### src/rtl/ksa_post_proc_pipe.sv
// Kogge-Stone prefix tree and sum stage, pipelined behind a valid/ready handshake.
// Define KSA_PIPE_LEVEL_REG_EN to register after every prefix level (latency LEVELS+1); default latency is 1.
module ksa_post_proc_pipe #(
    parameter int SIZE_DATA = 8
) (
    input  logic                 i_clk,
    input  logic                 i_rst_n,
    input  logic [SIZE_DATA-1:0] i_g,
    input  logic [SIZE_DATA-1:0] i_p,
    input  logic                 i_cin,
    input  logic                 i_valid,
    output logic                 o_ready,
    output logic [SIZE_DATA-1:0] o_sum,
    output logic                 o_cout,
    output logic                 o_valid,
    input  logic                 i_ready
);

    localparam int LEVELS = $clog2(SIZE_DATA);

    // Handshake: a beat is accepted on a rising edge iff i_valid & o_ready; an output
    // beat is consumed iff o_valid & i_ready. All stages shift together whenever the
    // output register is empty or being consumed, so o_ready never depends on i_valid.
    logic adv;
    assign adv     = !o_valid | i_ready;
    assign o_ready = adv;

    logic [SIZE_DATA-1:0] tg_in  [LEVELS];
    logic [SIZE_DATA-1:0] tp_in  [LEVELS];
    logic [SIZE_DATA-1:0] tg_out [LEVELS];
    logic [SIZE_DATA-1:0] tp_out [LEVELS];

    logic                 fin_v;
    logic [SIZE_DATA-1:0] fin_g;
    logic [SIZE_DATA-1:0] fin_p;
    logic [SIZE_DATA-1:0] fin_raw;
    logic                 fin_cin;

`ifdef KSA_PIPE_LEVEL_REG_EN
    // Stage j holds the result of prefix level j together with the raw p/cin of its beat.
    logic                 st_v   [LEVELS];
    logic [SIZE_DATA-1:0] st_g   [LEVELS];
    logic [SIZE_DATA-1:0] st_p   [LEVELS];
    logic [SIZE_DATA-1:0] st_raw [LEVELS];
    logic                 st_cin [LEVELS];
`endif

    for (genvar k = 0; k < LEVELS; k++) begin : g_lvl
        localparam int D = 1 << k;
        localparam logic [SIZE_DATA-1:0] LOW = {SIZE_DATA{1'b1}} >> (SIZE_DATA - D);

        if (k == 0) begin : g_first
            assign tg_in[k] = i_g;
            assign tp_in[k] = i_p;
        end else begin : g_next
`ifdef KSA_PIPE_LEVEL_REG_EN
            assign tg_in[k] = st_g[k-1];
            assign tp_in[k] = st_p[k-1];
`else
            assign tg_in[k] = tg_out[k-1];
            assign tp_in[k] = tp_out[k-1];
`endif
        end

        // Bits below 2^k see zero from the shift (G) or are masked high (P), so they pass through.
        assign tg_out[k] = tg_in[k] | (tp_in[k] & (tg_in[k] << D));
        assign tp_out[k] = tp_in[k] & ((tp_in[k] << D) | LOW);
    end

`ifdef KSA_PIPE_LEVEL_REG_EN
    always_ff @(posedge i_clk or negedge i_rst_n) begin
        if (!i_rst_n) begin
            for (int j = 0; j < LEVELS; j++) begin
                st_v[j]   <= 1'b0;
                st_g[j]   <= '0;
                st_p[j]   <= '0;
                st_raw[j] <= '0;
                st_cin[j] <= 1'b0;
            end
        end else if (adv) begin
            st_v[0]   <= i_valid;
            st_g[0]   <= tg_out[0];
            st_p[0]   <= tp_out[0];
            st_raw[0] <= i_p;
            st_cin[0] <= i_cin;
            for (int j = 1; j < LEVELS; j++) begin
                st_v[j]   <= st_v[j-1];
                st_g[j]   <= tg_out[j];
                st_p[j]   <= tp_out[j];
                st_raw[j] <= st_raw[j-1];
                st_cin[j] <= st_cin[j-1];
            end
        end
    end

    assign fin_v   = st_v[LEVELS-1];
    assign fin_g   = st_g[LEVELS-1];
    assign fin_p   = st_p[LEVELS-1];
    assign fin_raw = st_raw[LEVELS-1];
    assign fin_cin = st_cin[LEVELS-1];
`else
    assign fin_v   = i_valid;
    assign fin_g   = tg_out[LEVELS-1];
    assign fin_p   = tp_out[LEVELS-1];
    assign fin_raw = i_p;
    assign fin_cin = i_cin;
`endif

    // Carry into bit i+1 is the group generate of [i:0] or its group propagate with cin.
    logic [SIZE_DATA-1:0] carry_hi;
    logic [SIZE_DATA:0]   carry;
    assign carry_hi = fin_g | (fin_p & {SIZE_DATA{fin_cin}});
    assign carry    = {carry_hi, fin_cin};

    always_ff @(posedge i_clk or negedge i_rst_n) begin
        if (!i_rst_n) begin
            o_valid <= 1'b0;
            o_sum   <= '0;
            o_cout  <= 1'b0;
        end else if (adv) begin
            o_valid <= fin_v;
            o_sum   <= fin_raw ^ carry[SIZE_DATA-1:0];
            o_cout  <= carry[SIZE_DATA];
        end
    end

endmodule

### config.mk
export PLATFORM = sky130hd
export DESIGN_NAME = ksa_post_proc_pipe
export DESIGN_NICKNAME = d
export VERILOG_FILES = /design/src/rtl/ksa_post_proc_pipe.sv
export SDC_FILE = /design/constraint.sdc
export NUM_CORES = 1
export LEC_CHECK = 0
export ABC_AREA = 1
export BUFFER_PORTS_ARGS = -buffer_cell sky130_fd_sc_hd__buf_2
export CORE_MARGIN = 3
export CORE_UTILIZATION = 40
export CTS_CLUSTER_DIAMETER = 150
export DETAILED_ROUTE_END_ITERATION = 6
export PLACE_DENSITY = 0.77
export REMOVE_ABC_BUFFERS = 1
export SYNTH_ARGS = -nofsm -noshare
export SYNTH_HDL_FRONTEND = slang
export SYNTH_SLANG_ARGS = --single-unit
### constraint.sdc
create_clock -name i_clk -period 1.1 [get_ports i_clk]
set_clock_uncertainty 0.2 [all_clocks]
set_input_delay 0.22 -clock i_clk [delete_from_list [all_inputs] [get_ports i_clk]]
set_output_delay 0.22 -clock i_clk [all_outputs]
set_load 0.02 [all_outputs]
==> impl_metrics.yaml, run 1 <==
status:
  status: "complete, but fails checks"
  violations: "hold timing, setup timing"
setup_path:
  critPathLaunchType: "flip-flop"
  slowest_stage: "dfrtp_1"
  r2r-end: "o_sum[6]"
  reg2reg_from: "o_valid"
  ff2ff_setup_slack_ns: -0.28
  crit_path_end: "o_ready"
  worstPathArrival_ns: 0.97
  slowest_delay_ns: 0.36
  cp_max_fo: 2
  critPathCaptureType: "output pin"
  critPathRequiredTime_ns: 0.68
  r2r_cells: 8
  cp_common_cell: "inv_2"
  cp_cell_sequence: "inv_2, nor2_4, inv_2, buf_6"
  startpoint: "o_valid"
  critical_path_class: "reg -> out"
clocking:
  clk_pin_slew_ns: 0.07
  clk_path_buf_depth: 2
  cts_made_buffers: 3
  htreeDepth: 1
  clkLatencyLatePin_ns: 0.27
  cts_tree: "yes"
  cts_hold_buf: 1
  cts.sinks: 10
  clockRootBuffer: "clkbuf_4"
timing:
  fmax_mhz: 718.9
  min_period_ns: 1.391
  hold_viol: 1
  setup_viol: 21
  drv_slew: 0
  worst_pin_slew_ns: 0.2499
  maxSlewHeadroom: 0.8331
  holdWs_ns: -0.02067
  timing.final.ws_setup_ns: -0.2909
  tns_ns: -3.673
  min_period_over_period: 1.264
  rsz0062_at_grt: "true"
power:
  p_int_mw: 0.8909
  clkPwrFrac: 0.252
  p_per_area_nw_per_um2: 1147
  switchingPower_mw: 0.4613
  vdd_drop_max_mv: 0.6637
  p_sw_frac: 0.3412
  p_leak_nw: 0.7022
  pwr-share-comb: 0.408
  seq_power_share: 0.340
layout:
  multi_input_area_sq_um: 400.4
  n_antenna_cell: 0
  nets: 182
  final_layout_size_suffix_gt1_frac: 0.4654
  fill_cells: 100
  seq_area_sq_um: 250.2
  final_cell_mix: "nand2_1 (40), buf_2 (21), inv_1 (18)"
  syn_to_final_growth_pct: 75.75
  final_common_cell: "nand2_1"
  final_util: 0.7646
run:
  maxCapViolations: 0
floorplan:
  rows: 14
  io_pins: 32
  die_w_microns: 46.95
  start_util: 0.4351
  fp.dieH_microns: 46.95
  dieArea_sq_um: 2204
  coreArea_sq_um: 1541
synthesis:
  synth_top_area_share: 0.3731
  yosysSeqAreaShare: 0.3731
  syn_area_sq_um: 670.6
  ys.warnings.count: 0
  syn-instance-count: 104
  syn_avg_cell_area_sq_um: 6.448
  synth_cell_types: 17
  synthTopCellsByArea: "dfrtp_1 (37%), nand2_1 (25%), inv_1 (11%)"
  synth.largest_area_cell: "dfrtp_1"
  synth_seq_cells: 10
detailed_routing:
  ant_nets: 0
  detail_route.wl_per_cell_microns: 14.07
  drtIter0Drc: 13
  drc: 0
  vias: 831
  wirelength_microns: 2463
  via_per_inst: 4.749
  dr.pass1.iters: 5
grt:
  grt_pass1_vias: 682
  grt_first_pass_wirelength_microns: 2753
  grt_max_degree: 11
  track_usage: 0.1763
  grt_overflow: 0
  antenna_found_initial: 0
placement:
  dp_hpwl_microns: 1268
  port_buffers: 31
  routabilityCongestion: 0.7529
min_path:
  whs_path_depth: 2
  hold_path.class: "in -> reg"
state kept, by name, summed over array words and instances (netlist names):
signal / count
o_sum: 8
o_valid: 1
o_cout: 1
critical path, delay by kind of cell (launching register included):
family	cells	cell delay [ns]
DFF	1	0.36
buffers and inverters	3	0.24
and+or+nand+nor	1	0.10
power groups by stage:
stage / Combinational [mW] / Clock, mW / Sequential (mW)
after floorplan: 0.134 / 0 / 0.505
after global placement: 0.351 / 0 / 0.441
after detailed placement: 0.356 / 0 / 0.443
after CTS: 0.457 / 0.333 / 0.448
after global routing: 0.592 / 0.356 / 0.461
final: 0.552 / 0.341 / 0.459
area by class of cell:
cell class	count	share of cell area
flip-flops and latches	10	0.2123
multi-input cells	73	0.3397
clock buffers	4	0.03079
well taps	16	0.01699
repair buffers	52	0.3365
inverters	20	0.06369
Yosys cell counts:
| library cell | n |
|---|---|
| a211oi_1 | 1 |
| a21oi_1 | 2 |
| a21oi_2 | 2 |
| buf_2 | 1 |
| dfrtp_1 | 10 |
| ha_1 | 1 |
| inv_1 | 19 |
| inv_2 | 1 |
| nand2_1 | 44 |
| nand2_2 | 3 |
| nand3_1 | 8 |
| nor2_1 | 4 |
| nor2_2 | 1 |
| o21ai_1 | 3 |
| or2_2 | 1 |
| xnor2_1 | 2 |
| xor2_1 | 1 |
layer usage:
layer  part of all wire  global-route usage  vias up
li1                   -                   -      421
met1               0.39              0.2135      359
met2               0.54              0.3225       39
met3              0.043             0.01149       12
met4              0.030             0.06630        0
met5                  0                   0        -
worst min-delay path by stage:
stage | from | endpoint | slack (ns)
finish | i_valid | o_valid | -0.02
floorplan | i_rst_n | o_cout | -0.28
global placement | i_rst_n | o_sum[3] | -0.12
detailed placement | i_rst_n | o_sum[1] | -0.11
CTS | i_valid | o_valid | -0.04
global route | i_valid | o_valid | -0.03
cell families after synthesis:
group	count (synthesis)	share of synthesized area
AO/OA/AOI/OAI	8	0.07463
XOR/XNOR	3	0.03919
adder cells (fa/ha/maj)	1	0.01865
flip-flops	10	0.3731
AND/OR/NAND/NOR	61	0.3750
buffers and inverters	21	0.1194
through the flow:
| step | instances | setup WS [ns] | cell area [sq um] | total power [mW] |
|---|---|---|---|---|
| global route | 175 | -0.3321 | 1179 | 1.409 |
| floorplan | 103 | -0.3862 | 665.6 | 0.6395 |
| detailed placement | 160 | -0.1072 | 915.9 | 0.7991 |
| finish | 175 | -0.2909 | 1179 | 1.352 |
| CTS | 170 | -0.2714 | 1091 | 1.238 |
| global placement | 160 | -0.08352 | 915.9 | 0.7921 |
timing repair:
| item | CTS | global route |
|---|---|---|
| pin swaps | 1 | 4 |
| setup endpoints to repair | 20 | 21 |
| hold endpoints to repair | 11 | 1 |
| resized for setup | 28 | 14 |
| setup buffers | 5 | 6 |
(Power assumes the default switching activity.)
==> inputs of run 2 (changes only) <==
--- a/config.mk
+++ b/config.mk
@@ -11,6 +11,7 @@
 export CORE_UTILIZATION = 40
 export CTS_CLUSTER_DIAMETER = 150
 export DETAILED_ROUTE_END_ITERATION = 6
+export MAX_ROUTING_LAYER = met4
 export PLACE_DENSITY = 0.77
 export REMOVE_ABC_BUFFERS = 1
 export SYNTH_ARGS = -nofsm -noshare
==> run 2 against run 1 <==
The flow still finishes with violations (hold timing, setup timing); sequential share of layout area unchanged; die area unchanged; register-to-register slack about the same; sequential power about the same; sequential cell count unchanged; hold slack improved by 0.0030 ns; critical path type unchanged; highest routed layer unchanged.
==> impl_metrics.yaml, run 2 (synthesized netlist as in run 1, its figures left out) <==
layout:
  final_layout_size_suffix_gt1_frac: 0.4654
  reg.largest.list: "o_sum: 8 flops, o_cout: 1 flops, o_valid: 1 flops"
  fill_cells: 100
  n_antenna_cell: 0
  regMostFlops: "o_sum"
  largest_reg_flops: 8
  final_common_cell: "nand2_1"
  multi_input_area_sq_um: 400.4
  syn_to_final_growth_pct: 75.75
  seq_area_sq_um: 250.2
  stdcell_count: 175
  nets: 182
  final_cell_mix: "nand2_1 (40), buf_2 (21), inv_1 (18)"
timing:
  holdWs_ns: -0.01770
  min_period_ns: 1.389
  rsz0062_at_grt: "true"
  setup_viol: 21
  maxSlewHeadroom: 0.8348
  drv_slew: 0
  fmax_mhz: 719.7
  timing.final.ws_setup_ns: -0.2895
  hold_viol: 1
  worst_pin_slew_ns: 0.2479
  min_period_over_period: 1.263
  tns_ns: -3.616
run:
  maxCapViolations: 0
detailed_routing:
  vias: 815
  detail_route.wl_per_cell_microns: 13.92
  dr.pass1.iters: 4
  drtIter0Drc: 6
  ant_nets: 0
  wirelength_microns: 2436
  drc: 0
  via_per_inst: 4.657
clocking:
  clockRootBuffer: "clkbuf_4"
  cts_hold_buf: 1
  cts.sinks: 10
  htreeDepth: 1
  clk_path_buf_depth: 2
  cts_tree: "yes"
  cts_made_buffers: 3
  clk_pin_slew_ns: 0.07
  clkLatencyLatePin_ns: 0.26
floorplan:
  io_pins: 32
  fp.dieH_microns: 46.95
  coreArea_sq_um: 1541
  start_util: 0.4351
  dieArea_sq_um: 2204
  die_w_microns: 46.95
  rows: 14
setup_path:
  worstPathArrival_ns: 0.97
  critPathRequiredTime_ns: 0.68
  critical_path_class: "reg -> out"
  slowest_delay_ns: 0.36
  cp_cell_sequence: "inv_2, nor2_4, inv_2, buf_6"
  ff2ff_setup_slack_ns: -0.28
  critPathLaunchType: "flip-flop"
  cp_common_cell: "inv_2"
  slowest_stage: "dfrtp_1"
  cp_max_fo: 2
  critPathCaptureType: "output pin"
power:
  p_leak_nw: 0.7022
  p_per_area_nw_per_um2: 1146
  power_mw: 1.351
  vdd_drop_max_mv: 0.6682
placement:
  dp_cells: 160
  routabilityCongestion: 0.7626
  dp_hpwl_microns: 1268
  port_buffers: 31
grt:
  track_usage: 0.1820
  antenna_found_initial: 0
  grt_pass1_vias: 682
  grt_overflow: 0
  grt_first_pass_wirelength_microns: 2753
  grt_busiest_layer: "met2"
  met3_usage: 0.01149
  grt_max_degree: 11
  grt_util_met2: 0.3225
  use_met1: 0.2135
min_path:
  hold_path.class: "in -> reg"
status:
  status: "complete, but fails checks"
  violations: "hold timing, setup timing"
[run 2: cell counts in the layout (fill, tap and decap cells not counted)]
Identical to the previous run, type by type.
[run 2: worst max-delay path: cells and delay by family (launching register included)]
| family | cells | cell delay [ns] |
|---|---|---|
| DFF | 1 | 0.36 |
| buffers and inverters | 3 | 0.24 |
| and+or+nand+nor | 1 | 0.11 |
[run 2: per-stage QoR]
stage                       util  setup slack (ns)  cell area [sq um]  hold WS, ns
after floorplan                -           -0.3862              665.6      -0.2756
after global placement    0.5942          -0.08352              915.9      -0.1177
after detailed placement  0.5942           -0.1072              915.9      -0.1122
after CTS                 0.7078           -0.2714               1091     -0.04019
after global routing      0.7646           -0.3320               1179     -0.02520
final                     0.7646           -0.2895               1179     -0.01770
[run 2: layout make-up]
class | instances | area share
Clock buffer | 4 | 0.03079
Inverter | 20 | 0.06369
Multi-Input combinational cell | 73 | 0.3397
Sequential cell | 10 | 0.2123
Tap cell | 16 | 0.01699
Timing Repair Buffer | 52 | 0.3365
[run 2: metal layers]
layer,part of all wire,wire [microns]
met5,0,0
met4,0.031,76
met3,0.037,89
met2,0.54,1324
met1,0.39,946
[run 2: final timing paths]
| path | start | endpoint | depth (start not counted) |
|---|---|---|---|
| max | o_valid | o_ready | 4 |
| min | i_valid | o_valid | 2 |
| max reg2reg | o_valid | o_sum[6] | 8 |
| min reg2reg | o_sum[1] | o_sum[1] | 2 |
| max in group asynchronous | i_rst_n | o_cout | 2 |
| min in group asynchronous | i_rst_n | o_sum[1] | 2 |
[run 2: what timing repair did]
item / CTS / global route
gates resized for setup: 28 / 14
pin swaps: 1 / 4
buffers inserted: 5 / 6
endpoints found under the setup margin: 20 / 21
hold endpoints to repair: 11 / 1
cloned: 0 / 0
[run 2: power by group]
part / switching, mW / internal [mW] / total [mW]
sequential: 0.0436 / 0.415 / 0.459
combinational: 0.275 / 0.275 / 0.550
clock: 0.141 / 0.201 / 0.342
total: 0.460 / 0.891 / 1.35
==> inputs of run 3 (changes only) <==
--- a/config.mk
+++ b/config.mk
@@ -14,6 +14,7 @@
 export MAX_ROUTING_LAYER = met4
 export PLACE_DENSITY = 0.77
 export REMOVE_ABC_BUFFERS = 1
+export SETUP_SLACK_MARGIN = 0.5
 export SYNTH_ARGS = -nofsm -noshare
 export SYNTH_HDL_FRONTEND = slang
 export SYNTH_SLANG_ARGS = --single-unit
==> run 3 against run 2 <==
The flow still finishes with violations (hold timing, setup timing); clock-buffer cell count is the same; critical path depth stayed put; clock power shrank 4%; first-iteration DRC count rose by 33%; largest cell class unchanged; largest power group unchanged.
==> impl_metrics.yaml, run 3 (synthesized netlist as in run 1, its figures left out) <==
clocking:
  clkLatencyLatePin_ns: 0.26
  clk_path_buf_depth: 2
  clk_pin_slew_ns: 0.07
  cts_made_buffers: 3
  clockRootBuffer: "clkbuf_4"
  cts.sinks: 10
  htreeDepth: 1
  cts_tree: "yes"
floorplan:
  fp.dieH_microns: 46.95
  io_pins: 32
  rows: 14
  coreArea_sq_um: 1541
  dieArea_sq_um: 2204
  start_util: 0.4351
  die_w_microns: 46.95
setup_path:
  reg2reg_from: "o_valid"
  critPathRequiredTime_ns: 0.68
  ff2ff_setup_slack_ns: -0.22
  r2r-end: "o_sum[0]"
  critPathLaunchType: "flip-flop"
  worstPathArrival_ns: 0.95
  r2r_cells: 7
  critical_path_class: "reg -> out"
  critPathCaptureType: "output pin"
  cp_max_fo: 2
detailed_routing:
  detail_route.wl_per_cell_microns: 12.03
  drtIter0Drc: 8
  via_per_inst: 4.698
  wirelength_microns: 2070
  dr.pass1.iters: 4
  vias: 808
  ant_nets: 0
  drc: 0
grt:
  grt_max_degree: 11
  grt_overflow: 0
  antenna_found_initial: 0
  track_usage: 0.1676
  grt_first_pass_wirelength_microns: 2566
  grt_pass1_vias: 633
placement:
  routabilityCongestion: 0.7626
  dp_hpwl_microns: 1268
  pre_cts_ws_ns: -0.1072
  port_buffers: 31
power:
  p_leak_nw: 0.6970
  p_per_area_nw_per_um2: 1134
  vdd_drop_max_mv: 0.5367
layout:
  largest_reg_flops: 8
  final_layout_size_suffix_gt1_frac: 0.4872
  nets: 179
  reg.largest.list: "o_sum: 8 flops, o_cout: 1 flops, o_valid: 1 flops"
  final_cell_mix: "nand2_1 (35), buf_2 (21), inv_1 (18)"
  n_antenna_cell: 0
  regMostFlops: "o_sum"
  final_common_cell: "nand2_1"
  syn_to_final_growth_pct: 72.95
  final_util: 0.7524
timing:
  min_period_ns: 1.369
  setup_viol: 21
  rsz0062_at_grt: "true"
  timing.final.ws_setup_ns: -0.2686
  maxSlewHeadroom: 0.8377
  min_period_over_period: 1.244
  tns_ns: -3.509
  hold_viol: 11
  worst_pin_slew_ns: 0.2417
  drv_slew: 0
  fmax_mhz: 730.7
  holdWs_ns: -0.3981
min_path:
  hold_path.class: "in -> async"
status:
  status: "complete, but fails checks"
  violations: "hold timing, setup timing"
run:
  maxCapViolations: 0
## run 3: cell count changes in the layout (fill, tap and decap cells not counted)
cell	previous run	this run
buf_6	15	13
nand2_2	5	9
nor2_1	3	4
buf_4	15	14
nand2_4	2	3
nand3_2	4	1
nor2_4	2	1
o21ai_2	0	3
dlygate4sd3_1	1	0
o21ai_1	3	0
nand3_1	4	7
nand2_1	40	35
buf_8	0	1
## run 3: cell type report
class                   count  area, sq um
well taps                  16        20.02
flip-flops and latches     10        250.2
repair buffers             49        371.6
multi-input cells          73        406.6
clock buffers               4        36.28
fillers                   105        381.6
inverters                  20        75.07
## run 3: worst max path at each step
stage / endpoint / cells past startpoint / start
global route: o_ready / 4 / o_valid
CTS: o_ready / 4 / o_valid
global placement: o_sum[7] / 7 / i_p[2]
detailed placement: o_sum[7] / 6 / o_valid
floorplan: o_cout / 5 / o_valid
finish: o_ready / 4 / o_valid
## run 3: repair_timing
item	CTS	global route
setup buffers	5	3
pin swaps	1	5
endpoints found under the hold margin	11	11
resized for setup	28	17
setup endpoints to repair	21	21
## run 3: layer usage
metal | wire length [microns] | GRT usage
met1 | 775 | 0.2070
met2 | 1133 | 0.2818
met3 | 114 | 0.01149
met4 | 46 | 0.06630
met5 | 0 | -
## run 3: critical path, cell delays in order, from the launching register on
cell and delay, ns:
dfrtp_1 0.37, inv_2 0.05, nor2_4 0.09, inv_2 0.05, buf_6 0.12
## run 3: through the flow
stage	cell area, sq um	hold slack [ns]	power (mW)	std cells
global placement	915.9	-0.1177	0.7921	160
floorplan	665.6	-0.2756	0.6395	103
detailed placement	915.9	-0.1122	0.7991	160
global route	1160	-0.3984	1.396	172
finish	1160	-0.3981	1.315	172
CTS	1081	-0.4027	1.235	169
## run 3: power by group
group / total [mW] / switching [mW] / internal [mW]
Clock: 0.330 / 0.129 / 0.201
Combinational: 0.530 / 0.264 / 0.266
Sequential: 0.456 / 0.0405 / 0.415
